$ cat config.mk
export PLATFORM = sky130hd
export DESIGN_NAME = bus_arbiter
export DESIGN_NICKNAME = d
export VERILOG_FILES = /design/src/rtl/bus_arbiter_pkg.sv /design/src/rtl/bus_arb_mux.sv /design/src/rtl/bus_arbiter.sv
export SDC_FILE = /design/constraint.sdc
export NUM_CORES = 1
export LEC_CHECK = 0
export ABC_AREA = 1
export CAP_MARGIN = 0
export CORE_AREA = 2 2 170 172
export DETAILED_ROUTE_END_ITERATION = 10
export DIE_AREA = 0 0 172 174
export PLACE_DENSITY = 0.47
export SETUP_SLACK_MARGIN = 0.02
export SKIP_LAST_GASP = 1
export SYNTH_ARGS = -nofsm -noshare
export SYNTH_HDL_FRONTEND = slang
export SYNTH_HIERARCHICAL = 1
export SYNTH_SLANG_ARGS = --single-unit
$ cat constraint.sdc
create_clock -name clk -period 1.82 [get_ports clk]
set_input_delay 0.273 -clock clk [delete_from_list [all_inputs] [get_ports clk]]
set_output_delay 0.273 -clock clk [all_outputs]
set_load 0.02 [all_outputs]
$ cat src/rtl/bus_arbiter_pkg.sv
// -----------------------------------------------------------------------------
// bus_arbiter_pkg
// Shared definitions for the two-master bus arbiter:
//   - arbiter state encoding (IDLE/GNT0/GNT1; 2'b11 is illegal)
//   - default address/data widths of masters and bus
//   - bus address map constants (memory and FactoCore windows)
// -----------------------------------------------------------------------------
package bus_arbiter_pkg;

   // Default widths shared by masters and the bus
   localparam int PKG_ADDR_W = 16;
   localparam int PKG_DATA_W = 64;

   // Arbiter state encoding; grants are a direct decode of these codes
   typedef enum logic [1:0] {
      ST_IDLE = 2'b00,
      ST_GNT0 = 2'b01,
      ST_GNT1 = 2'b10
   } arb_state_e;

   // Bus address map
   localparam logic [15:0] MEM_BASE = 16'h0000;
   localparam logic [15:0] MEM_LAST = 16'h07FF;
   localparam logic [15:0] FC_BASE  = 16'h7000;
   localparam logic [15:0] FC_LAST  = 16'h71FF;

endpackage

$ cat src/rtl/bus_arb_mux.sv
// -----------------------------------------------------------------------------
// bus_arb_mux
// Purely combinational steering between two masters and the bus, selected by
// the arbiter state register.
// Ports:
//   state            in   current arbiter state (2-bit code)
//   m0_* / m1_*      in   request, write, address, write data of each master
//   b_req/b_wr/...   out  owner's access forwarded to the bus (zero when idle)
//   b_din            in   read data from the bus
//   m0_din/m1_din    out  read data steered to the owner, zero to the other
// -----------------------------------------------------------------------------
module bus_arb_mux
   import bus_arbiter_pkg::*;
#(
   parameter int ADDR_W = PKG_ADDR_W,
   parameter int DATA_W = PKG_DATA_W
) (
   input  logic [1:0]        state,
   input  logic              m0_req,
   input  logic              m0_wr,
   input  logic [ADDR_W-1:0] m0_addr,
   input  logic [DATA_W-1:0] m0_dout,
   input  logic              m1_req,
   input  logic              m1_wr,
   input  logic [ADDR_W-1:0] m1_addr,
   input  logic [DATA_W-1:0] m1_dout,
   input  logic [DATA_W-1:0] b_din,
   output logic              b_req,
   output logic              b_wr,
   output logic [ADDR_W-1:0] b_addr,
   output logic [DATA_W-1:0] b_dout,
   output logic [DATA_W-1:0] m0_din,
   output logic [DATA_W-1:0] m1_din
);

   // Owner selection for the bus side and read-data return path
   always_comb begin
      b_req  = 1'b0;
      b_wr   = 1'b0;
      b_addr = {ADDR_W{1'b0}};
      b_dout = {DATA_W{1'b0}};
      m0_din = {DATA_W{1'b0}};
      m1_din = {DATA_W{1'b0}};
      case (state)
         ST_GNT0: begin
            b_req  = m0_req;
            b_wr   = m0_wr;
            b_addr = m0_addr;
            b_dout = m0_dout;
            m0_din = b_din;
         end
         ST_GNT1: begin
            b_req  = m1_req;
            b_wr   = m1_wr;
            b_addr = m1_addr;
            b_dout = m1_dout;
            m1_din = b_din;
         end
         default: begin
            // IDLE and the illegal code both park the bus at zero
            b_req  = 1'b0;
            b_wr   = 1'b0;
         end
      endcase
   end

endmodule

$ cat src/rtl/bus_arbiter.sv
// -----------------------------------------------------------------------------
// bus_arbiter
// Two-master round-robin arbiter with hold in front of a single-master bus.
// The owner keeps the bus while requesting; if the other master waits
// MAX_HOLD cycles the grant is handed over (MAX_HOLD=0 disables this).
// Ports:
//   clk, reset_n            clock (rising edge), async active-low reset
//   m0_*/m1_* (req,wr,addr,dout)  master access inputs
//   m0_grant/m1_grant       grant, decoded from the state register
//   m0_din/m1_din           read data returned to the owner
//   b_req/b_wr/b_addr/b_dout  access forwarded to the bus
//   b_din                   read data from the bus
// -----------------------------------------------------------------------------
module bus_arbiter
   import bus_arbiter_pkg::*;
#(
   parameter int ADDR_W   = PKG_ADDR_W,
   parameter int DATA_W   = PKG_DATA_W,
   parameter int MAX_HOLD = 16
) (
   input  logic              clk,
   input  logic              reset_n,
   input  logic              m0_req,
   input  logic              m0_wr,
   input  logic [ADDR_W-1:0] m0_addr,
   input  logic [DATA_W-1:0] m0_dout,
   output logic              m0_grant,
   output logic [DATA_W-1:0] m0_din,
   input  logic              m1_req,
   input  logic              m1_wr,
   input  logic [ADDR_W-1:0] m1_addr,
   input  logic [DATA_W-1:0] m1_dout,
   output logic              m1_grant,
   output logic [DATA_W-1:0] m1_din,
   output logic              b_req,
   output logic              b_wr,
   output logic [ADDR_W-1:0] b_addr,
   output logic [DATA_W-1:0] b_dout,
   input  logic [DATA_W-1:0] b_din
);

   // Counter only needs to reach MAX_HOLD-1
   localparam int HOLD_W = (MAX_HOLD > 2) ? $clog2(MAX_HOLD) : 1;
   localparam logic [HOLD_W-1:0] HOLD_LAST =
      (MAX_HOLD > 0) ? HOLD_W'(MAX_HOLD - 1) : {HOLD_W{1'b0}};

   arb_state_e        state_q, state_d;
   logic [HOLD_W-1:0] hold_cnt_q, hold_cnt_d;
   logic              last_q, last_d;     // 1: M1 owned last, 0: M0 owned last
   logic              timeout_s;

   // State, hold counter and last-owner registers
   always_ff @(posedge clk or negedge reset_n) begin
      if (!reset_n) begin
         state_q    <= ST_IDLE;
         hold_cnt_q <= {HOLD_W{1'b0}};
         last_q     <= 1'b1;
      end else begin
         state_q    <= state_d;
         hold_cnt_q <= hold_cnt_d;
         last_q     <= last_d;
      end
   end

   // Next-state, last-owner and hold counter computation
   always_comb begin
      state_d    = state_q;
      last_d     = last_q;
      hold_cnt_d = {HOLD_W{1'b0}};
      timeout_s  = (MAX_HOLD != 0) && (hold_cnt_q == HOLD_LAST);
      case (state_q)
         ST_IDLE: begin
            if (m0_req && m1_req) begin
               state_d = last_q ? ST_GNT0 : ST_GNT1;
            end else if (m0_req) begin
               state_d = ST_GNT0;
            end else if (m1_req) begin
               state_d = ST_GNT1;
            end else begin
               state_d = ST_IDLE;
            end
         end
         ST_GNT0: begin
            if (!m0_req) begin
               // Hand straight to a waiting master, no idle bubble
               state_d = m1_req ? ST_GNT1 : ST_IDLE;
               last_d  = 1'b0;
            end else if (m1_req && timeout_s) begin
               state_d = ST_GNT1;
               last_d  = 1'b0;
            end else if (m1_req) begin
               state_d    = ST_GNT0;
               hold_cnt_d = (hold_cnt_q == HOLD_LAST) ? hold_cnt_q
                                                     : hold_cnt_q + HOLD_W'(1);
            end else begin
               state_d = ST_GNT0;
            end
         end
         ST_GNT1: begin
            if (!m1_req) begin
               state_d = m0_req ? ST_GNT0 : ST_IDLE;
               last_d  = 1'b1;
            end else if (m0_req && timeout_s) begin
               state_d = ST_GNT0;
               last_d  = 1'b1;
            end else if (m0_req) begin
               state_d    = ST_GNT1;
               hold_cnt_d = (hold_cnt_q == HOLD_LAST) ? hold_cnt_q
                                                     : hold_cnt_q + HOLD_W'(1);
            end else begin
               state_d = ST_GNT1;
            end
         end
         default: begin
            // Illegal code 2'b11 recovers to IDLE
            state_d = ST_IDLE;
         end
      endcase
   end

   // Grants follow the state register, so reset drops them asynchronously
   assign m0_grant = (state_q == ST_GNT0);
   assign m1_grant = (state_q == ST_GNT1);

   bus_arb_mux #(
      .ADDR_W (ADDR_W),
      .DATA_W (DATA_W)
   ) u_mux (
      .state   (state_q),
      .m0_req  (m0_req),
      .m0_wr   (m0_wr),
      .m0_addr (m0_addr),
      .m0_dout (m0_dout),
      .m1_req  (m1_req),
      .m1_wr   (m1_wr),
      .m1_addr (m1_addr),
      .m1_dout (m1_dout),
      .b_din   (b_din),
      .b_req   (b_req),
      .b_wr    (b_wr),
      .b_addr  (b_addr),
      .b_dout  (b_dout),
      .m0_din  (m0_din),
      .m1_din  (m1_din)
   );

endmodule

==> impl_results.md <==
- Tcrit/Tclk final: 110.2%
- CTS tree: built
- CTS Sinks: 7
- Design Power: about 12 mW
- Vias in the first global route: roughly 5000
- Minimum clock period: 2.006 ns
- GRT Overall Usage: 11.82%
- R2r worst-path depth: 9
- Die X: 172 um
- Top routing layer in use: met4
- Status: finished with violations
- Syn Nets: around 840
- Most frequent cells in the layout: 273 x nand2_1, 229 x clkdlybuf4s50_1, 156 x buf_4
- Met3 wire length: 1501 um
- CP Launch Type: flip-flop
- Seq/Total Area, Yosys: between 6 and 7%
- I/O Buffers: 441
- Synthesized area: around 0.0028 mm^2
- Initial antenna violation count: 0
- Max cap viols: 0
- Placement Rows: 62
- Final hold violation count: 0
- YS warnings: 6
- Static Leakage: roughly 4.8 nW
- RePlAce Congestion: 0.8475
- Final Net Count: between 1000 and 1500
- Max FO, Critical Path: 8
- Commonest non-fill, non-tap cell in the layout: nand2_1
- Power Density: around 1400 mW/mm^2
- DRC violations left: 0
- First-pass GRT wire length: about 28000 um
- Critical path origin: state_q[0]$_DFF_PN0_
- Mapped Cells: 600
- Largest net degree at the start of global routing: 30
- Synth cell types: 19
- GRT overflow: 0
- Worst-path clk slew: 0.04 ns
- Final Max Tran Viols: 0
- R2R Path Start: state_q[1]$_DFF_PN0_
- M1 WL: roughly 8600 um
- Vias per cell: ~3.7
- Worst min path class: input port to asynchronous set/reset pin
- Chip height: 174 um
- Synthesized flop and latch total: 7
- CTS H-tree depth: 1
- CP Class: flip-flop to output pin
- Layout cells sized above 1: a little over a third
- CP Data Required Time: ~1.6 ns
- Die ar.: about 0.03 mm^2
- Num CTS Buffers: 3
- ANT cells: 0
- Boundary pin count: between 400 and 500
- VDD IR max: between 0.7 and 0.8 mV
- Core Box Area: 0.02824 mm^2
- CP Capture Type: output pin
- Reg-to-reg slack, setup: about 0.2 ns
- Post-Route WL: about 21000 um
- Setup TNS: -10.13 ns
- Arr. time, crit path: 1.73 ns
- Tightest Pin Transition: between 0.3 and 0.4 ns
- Upper clock frequency limit: between 0.4 and 0.5 GHz
- Max Buffers Root-to-Sink: 2
- Final WS setup: -0.1859 ns
- First-pass DRT Iterations: 4
- Area grow syn2layout: 207.2%
- Worst r2r dst: hold_cnt_q[0]$_DFF_PN0_
- Violated checks: negative setup slack
- RSZ-0062 raised after global routing: yes
- Iteration-0 DRC Markers: between 150 and 200
- Metal2 WL: ~11000 um
- Routed WL per cell: 14.39 um
- Post-route ant nets: 0
- Root buf cell: clkbuf_16
- Synthesized area per cell: between 4 and 5 um^2
- Final setup fails: roughly 150
- Vias: approximately 5400
- Worst-Skew Late Latency: approximately 0.23 ns
- Post-detail-place hpwl: 15690 um
- Initial Utilization: around 9.9%
- Slew margin rel.: about three quarters
- Worst Skew: about 0.0036 ns
==> cell usage after synthesis <==
cell,count,area [um^2]
nand4_1,2,12.51
o21ai_1,1,5.000
a21oi_1,83,415.4
buf_4,5,37.54
dfrtp_1,6,150.1
buf_2,19,95.09
inv_1,138,518.0
xnor2_1,1,8.760
nand3_1,5,25.02
o21bai_4,1,18.77
nor2_1,4,15.01
o211ai_1,1,7.510
dfstp_2,1,26.28
ha_1,7,87.58
nand3_2,1,10.01
xor2_1,1,8.760
buf_6,17,191.4
nand2_1,306,1149
nor3_1,1,5.000
==> how the worst max path moves through the flow <==
stage,endpoint
finish,b_dout[50]
global route,b_dout[50]
CTS,m0_din[24]
detailed placement,b_dout[6]
global placement,b_dout[6]
floorplan,b_addr[0]
==> power by group <==
group | internal [mW] | switching, mW | total [mW]
logic | 5.43 | 6.28 | 11.7
clock network | 0.291 | 0.0768 | 0.368
registers | 0.196 | 0.0307 | 0.227
total | 5.92 | 6.38 | 12.3
==> worst max-delay path, stage by stage, from the launching register on <==
cell and delay [ns]:
dfrtp_1 0.41, inv_2 0.08, ha_4 0.20, buf_12 0.16, buf_12 0.11, clkbuf_16 0.16
nand2_1 0.08, a21oi_2 0.16, buf_6 0.14
==> flip-flops by register name, indices dropped and copies added, names as in the netlist <==
name,count
hold_cnt_q,4
state_q,2
last_q,1
==> cells by family after synthesis <==
family / after synthesis / synth area share [%]
AO/OA/AOI/OAI: 86 / 16.03
XOR/XNOR: 2 / 0.6288
adder cells (fa/ha/maj): 7 / 3.143
buffers and inverters: 179 / 30.22
flip-flops: 7 / 6.331
AND/OR/NAND/NOR: 319 / 43.65
==> per-stage QoR <==
step,std cells,instance area [um^2],setup slack [ns],util [%],hold WS [ns]
global placement,1425,7840,-0.3366,27.77,0.4516
floorplan,600,2786,0.1760,-,-0.02259
detailed placement,1425,7840,-0.3407,27.77,0.4600
CTS,1436,7819,-0.2696,27.69,0.3404
finish,1474,8561,-0.1859,30.32,0.3238
global route,1474,8561,-0.2824,30.32,0.3483
==> layer usage <==
layer / vias to the layer above / track usage [%]
li1: 2723 / -
met1: 2414 / 13.80
met2: 233 / 22.74
met3: 18 / 1.867
met4: 0 / 1.681
met5: - / 0
==> cell type report <==
| cell class | count | area [um^2] |
|---|---|---|
| fill | 3185 | 19680 |
| timing repair buffer | 527 | 5142 |
| multi-input combinational | 414 | 2165 |
| inverter | 138 | 518.0 |
| tap | 384 | 480.5 |
| sequential | 7 | 176.4 |
| clock buffer | 4 | 78.83 |
==> timing repair <==
action	4_1_cts	5_1_grt
gates resized for setup	521	613
pin swaps	0	33
hold buffers	0	0
gates cloned	5	8
buffers inserted	2	30
setup endpoints to repair	212	212
Power figures use the tool's default switching activity.
==> RTL change 1, RTL diff (same flow settings) <==
Change the package constant `PKG_DATA_W` from 64 to 68.
--- a/src/rtl/bus_arbiter_pkg.sv
+++ b/src/rtl/bus_arbiter_pkg.sv
@@ -10,5 +10,5 @@
    // Default widths shared by masters and the bus
    localparam int PKG_ADDR_W = 16;
-   localparam int PKG_DATA_W = 64;
+   localparam int PKG_DATA_W = 68;
 
    // Arbiter state encoding; grants are a direct decode of these codes
Interface: changed (6 resized); port bits go from 442 to 466. The function was not compared with the original's and may differ.
==> RTL change 1 against the unedited design <==
- wire length is 22% higher
- setup slack worse by 0.084 ns
- total power is 40% higher
- sequential cell count stayed put
- the flow still finishes with violations (negative setup slack)
- worst hold slack better by 0.0030 ns
- via count is 12% higher
- area after synthesis is 9.8% higher
- design area is 30% higher
==> RTL change 1: results (changes against the unedited design) <==
failing checks=negative setup slack (unchanged); largest net degree at the start of global routing=27 (was 30); status=finished with violations (unchanged); total number of vias=6,014 (was 5,388); sw power=0.00838 W (was 0.00638 W); slew margin rel.=0.759 (was 0.761); Setup violations, final=197 (was 146); Int Pwr=0.00880 W (was 0.00592 W); initial DRC count=117 (was 177); routability cong.=0.841 (was 0.848); Synth Area in XOR/XNOR=0.00572 (was 0.00629); CP Max Fanout=6 (was 8); area share of fa/ha/maj cells after synthesis=0.0286 (was 0.0314); reg-to-reg slack, setup=0.37 ns (was 0.20 ns); Port Buf Inserts=465 (was 441); Avg Synthesized Cell Area=4.85 um2 (was 4.64 um2); worst vdd ir=1.23 mV (was 0.728 mV); largest cells by area after synthesis=nand2_1, inv_1, a21oi_1 (unchanged); Seq/Total Area, Yosys=0.0576 (was 0.0633); layout cells sized above 1=0.589 (was 0.356); Crit Reg-Reg Startpoint=state_q[0]$_DFF_PN0_ (was state_q[1]$_DFF_PN0_); Placed Area=0.00828 mm2 (was 0.00784 mm2); Layout Skew=0.000214 ns (was 0.00360 ns); Hold Slack=0.327 ns (was 0.324 ns); worst r2r path cells=10 (was 9); first-pass GRT wire length=33,700 um (was 27,600 um); Post-DP HPWL=17,700 um (was 15,700 um); TNS Setup=-19.14 ns (was -10.13 ns); setup ws final=-0.270 ns (was -0.186 ns)
RTL change 1: changes by cell type after synthesis:
cell and change:
buf_6 -4, clkbuf_8 +15, buf_4 -4, buf_2 -5
a21oi_2 +10, inv_1 +8, nand2_1 +16, buf_12 +1
a21oi_1 -6
RTL change 1: how the worst max path moves through the flow:
| stage | from | to | slack [ns] |
|---|---|---|---|
| 2_1_floorplan | state_q[0]$_DFF_PN0_ | b_addr[0] | 0.10 |
| 3_3_place_gp | state_q[1]$_DFF_PN0_ | b_dout[65] | -0.37 |
| 3_5_place_dp | state_q[1]$_DFF_PN0_ | b_dout[65] | -0.39 |
| 4_1_cts | state_q[1]$_DFF_PN0_ | b_dout[63] | -0.48 |
| 5_1_grt | state_q[0]$_DFF_PN0_ | b_dout[55] | -0.33 |
| 6_report | state_q[0]$_DFF_PN0_ | b_dout[55] | -0.27 |
RTL change 1: routing by layer:
layer  track usage  routed length [um]  up-vias  part of all wire
met3        0.0244                1890       22             0.073
li1              -                   -     2972                 -
met2         0.285               13500      274              0.52
met5             0                   0        -                 0
met1         0.169                9870     2746              0.38
met4        0.0259                 541        0             0.021
RTL change 1: cell type report:
class,instances,area (um2)
multi-input cells,434,3010
flip-flops and latches,7,176
fillers,2933,17100
clock buffers,4,78.8
well taps,384,480
repair buffers,612,6850
inverters,146,551
RTL change 1: cell families after synthesis:
| logic type | Yosys count |
|---|---|
| buf+inv | 190 |
| fa+ha+maj | 7 |
| flops | 7 |
| compound gates | 90 |
| xor+xnor | 2 |
| simple gates | 335 |
RTL change 1: repair_timing:
item,4_1_cts,5_1_grt
cloned,13,10
hold buffers,0,0
endpoints found under the setup margin,224,224
pin swaps,12,63
hold endpoints to repair,0,0
buffers inserted,48,36
resized for setup,868,890
==> RTL change 2, RTL diff (config.mk and constraints unchanged) <==
Without the edit above. Make the reset (`reset_n`) synchronous in one clocked block. Comments in the files are not updated.
--- a/src/rtl/bus_arbiter.sv
+++ b/src/rtl/bus_arbiter.sv
@@ -51,5 +51,5 @@
 
    // State, hold counter and last-owner registers
-   always_ff @(posedge clk or negedge reset_n) begin
+   always_ff @(posedge clk) begin
       if (!reset_n) begin
          state_q    <= ST_IDLE;
Behaviour: differs if reset_n is asserted again (counterexample within 4 cycles, from zero or initial values and one cycle with reset_n low); with reset_n held inactive, the same outputs for 4 cycles.
==> RTL change 2 against the unedited design <==
- the flow still finishes with violations (negative setup slack)
- worst hold slack better by 0.13 ns
- area after synthesis is 0.85% lower
- wire length is 9.3% higher
- sequential cell count stayed put
- setup slack better by 0.10 ns
- design area is 8.0% higher
- via count is 1.4% higher
- highest routed layer unchanged
Power is left out: it rests on default switching activity, and per cell area and clock period it moved more than threefold.
==> RTL change 2: results (changes against the unedited design) <==
Clock transition at path regs=0.04 ns (about the same); DR vias/cell=3.70 (was 3.66); routability cong.=0.792 (was 0.848); layout cells sized above 1=0.447 (was 0.356); top flop regs=hold_cnt_q: 4 flops, state_q: 2 flops, last_q: 1 flops (unchanged); root buffer cell=clkbuf_16 (unchanged); post-synth cell types=16 (was 19); Clock Latency Late Sink=0.23 ns (about the same); Placed Area=0.00771 mm2 (was 0.00784 mm2); largest cells by area after synthesis=nand2_1, inv_1, a21oi_1 (unchanged); Worst-Margin Slew=0.239 ns (was 0.357 ns); met3 wire length=1880 um (was 1500 um); met2 wire length=12,200 um (was 10,900 um); failing checks=negative setup slack (unchanged); Post-DP HPWL=15,500 um (was 15,700 um); Seq/Total Area, Yosys=0.0507 (was 0.0633); Metal-1 WL=8870 um (was 8550 um); worst flop-to-flop path endpoint=state_q[1]$_SDFF_PN0_ (was hold_cnt_q[0]$_DFF_PN0_); top cells by count, synth=nand2_1, inv_1, a21oi_1, buf_2, buf_6 (unchanged); Post-Syn Nets=839 (was 837); reg-to-reg slack, setup=0.38 ns (was 0.20 ns); first-pass GRT wire length=30,000 um (was 27,600 um); worst r2r path cells=10 (was 9); status=finished with violations (unchanged); Global Route Usage Sum=0.130 (was 0.118); largest net degree at the start of global routing=26 (was 30); Crit Reg-Reg Startpoint=state_q[0]$_SDFF_PN0_ (was state_q[1]$_DFF_PN0_); ys flop type=dfxtp_1 (was dfrtp_1); setup ws final=-0.0832 ns (was -0.186 ns); initial DRC count=159 (was 177); Layout Skew=0.00327 ns (was 0.00360 ns); Setup violations, final=36 (was 146); fill cell total of the finished layout=3,079 (was 3,185); WL final=23,200 um (was 21,200 um); vias in the first global route=5,227 (was 4,978); CP Max Fanout=6 (was 8); asr flop ratio synth=0 (was 1.00); Hold Path Class=reg2reg (was in2async); Final nets=1,329 (was 1,328)
RTL change 2: cell types whose count changed after synthesis, moves of 2 or more:
| cell | delta |
|---|---|
| nand3_1 | +3 |
| dfrtp_1 | -6 |
| dfxtp_1 | +7 |
| nor2_1 | +2 |
RTL change 2: routing by layer:
metal	track usage	up-vias
met5	0	-
met4	0.0154	0
met3	0.0237	13
met2	0.252	259
met1	0.150	2455
li1	-	2734
RTL change 2: cell type report:
cell class,count,area (um2),area share
Tap cell,384,480,0.0520
Multi-Input combinational cell,417,2580,0.279
Clock buffer,3,75.1,0.00812
Clock inverter,1,5.00,0.000541
Sequential cell,7,148,0.0160
Inverter,137,514,0.0556
Timing Repair Buffer,526,5440,0.588
RTL change 2: critical path: stages, from the launching register on:
cell,delay [ns]
dfxtp_4,0.35
inv_2,0.06
ha_4,0.18
buf_12,0.13
buf_12,0.11
buf_12,0.13
buf_8,0.12
nand2_2,0.05
a21oi_2,0.11
buf_4,0.15
RTL change 2: stage by stage:
step	hold slack (ns)	worst slack (ns)	TNS (ns)	utilization	std cells
after global placement	0.435	-0.319	-32.53	0.273	1423
final	0.450	-0.0832	-1.04	0.327	1475
after global routing	0.489	-0.121	-4.55	0.327	1475
after floorplan	0.358	0.190	0	-	602
after CTS	0.452	-0.188	-8.65	0.288	1462
after detailed placement	0.443	-0.289	-33.34	0.273	1423
RTL change 2: kinds of logic after synthesis:
logic type,Yosys count,synth area share
XOR/XNOR,1,0.00317
AND/OR/NAND/NOR,325,0.453
adder cells (fa/ha/maj),7,0.0317
AO/OA/AOI/OAI,84,0.158
flip-flops,7,0.0507
buffers and inverters,178,0.303
RTL change 2: how the worst max path moves through the flow:
stage                               start         end  slack, ns  cells past startpoint
detailed placement  state_q[0]$_SDFF_PN0_  b_dout[43]      -0.29                      5
global placement    state_q[0]$_SDFF_PN0_  b_dout[43]      -0.32                      5
floorplan           state_q[0]$_SDFF_PN0_   b_addr[0]       0.19                      5
CTS                 state_q[0]$_SDFF_PN0_  b_dout[43]      -0.19                      7
global route        state_q[1]$_SDFF_PN0_   b_dout[9]      -0.12                      9
finish              state_q[1]$_SDFF_PN0_   b_dout[9]      -0.08                      9
RTL change 2: repair_timing:
item | 4_1_cts | 5_1_grt
endpoints found under the setup margin | 211 | 194
gates resized for setup | 860 | 498
hold buffers | 0 | 0
hold endpoints to repair | 0 | 0
setup buffers | 25 | 13
pin swaps | 9 | 61
cloned | 11 | 9
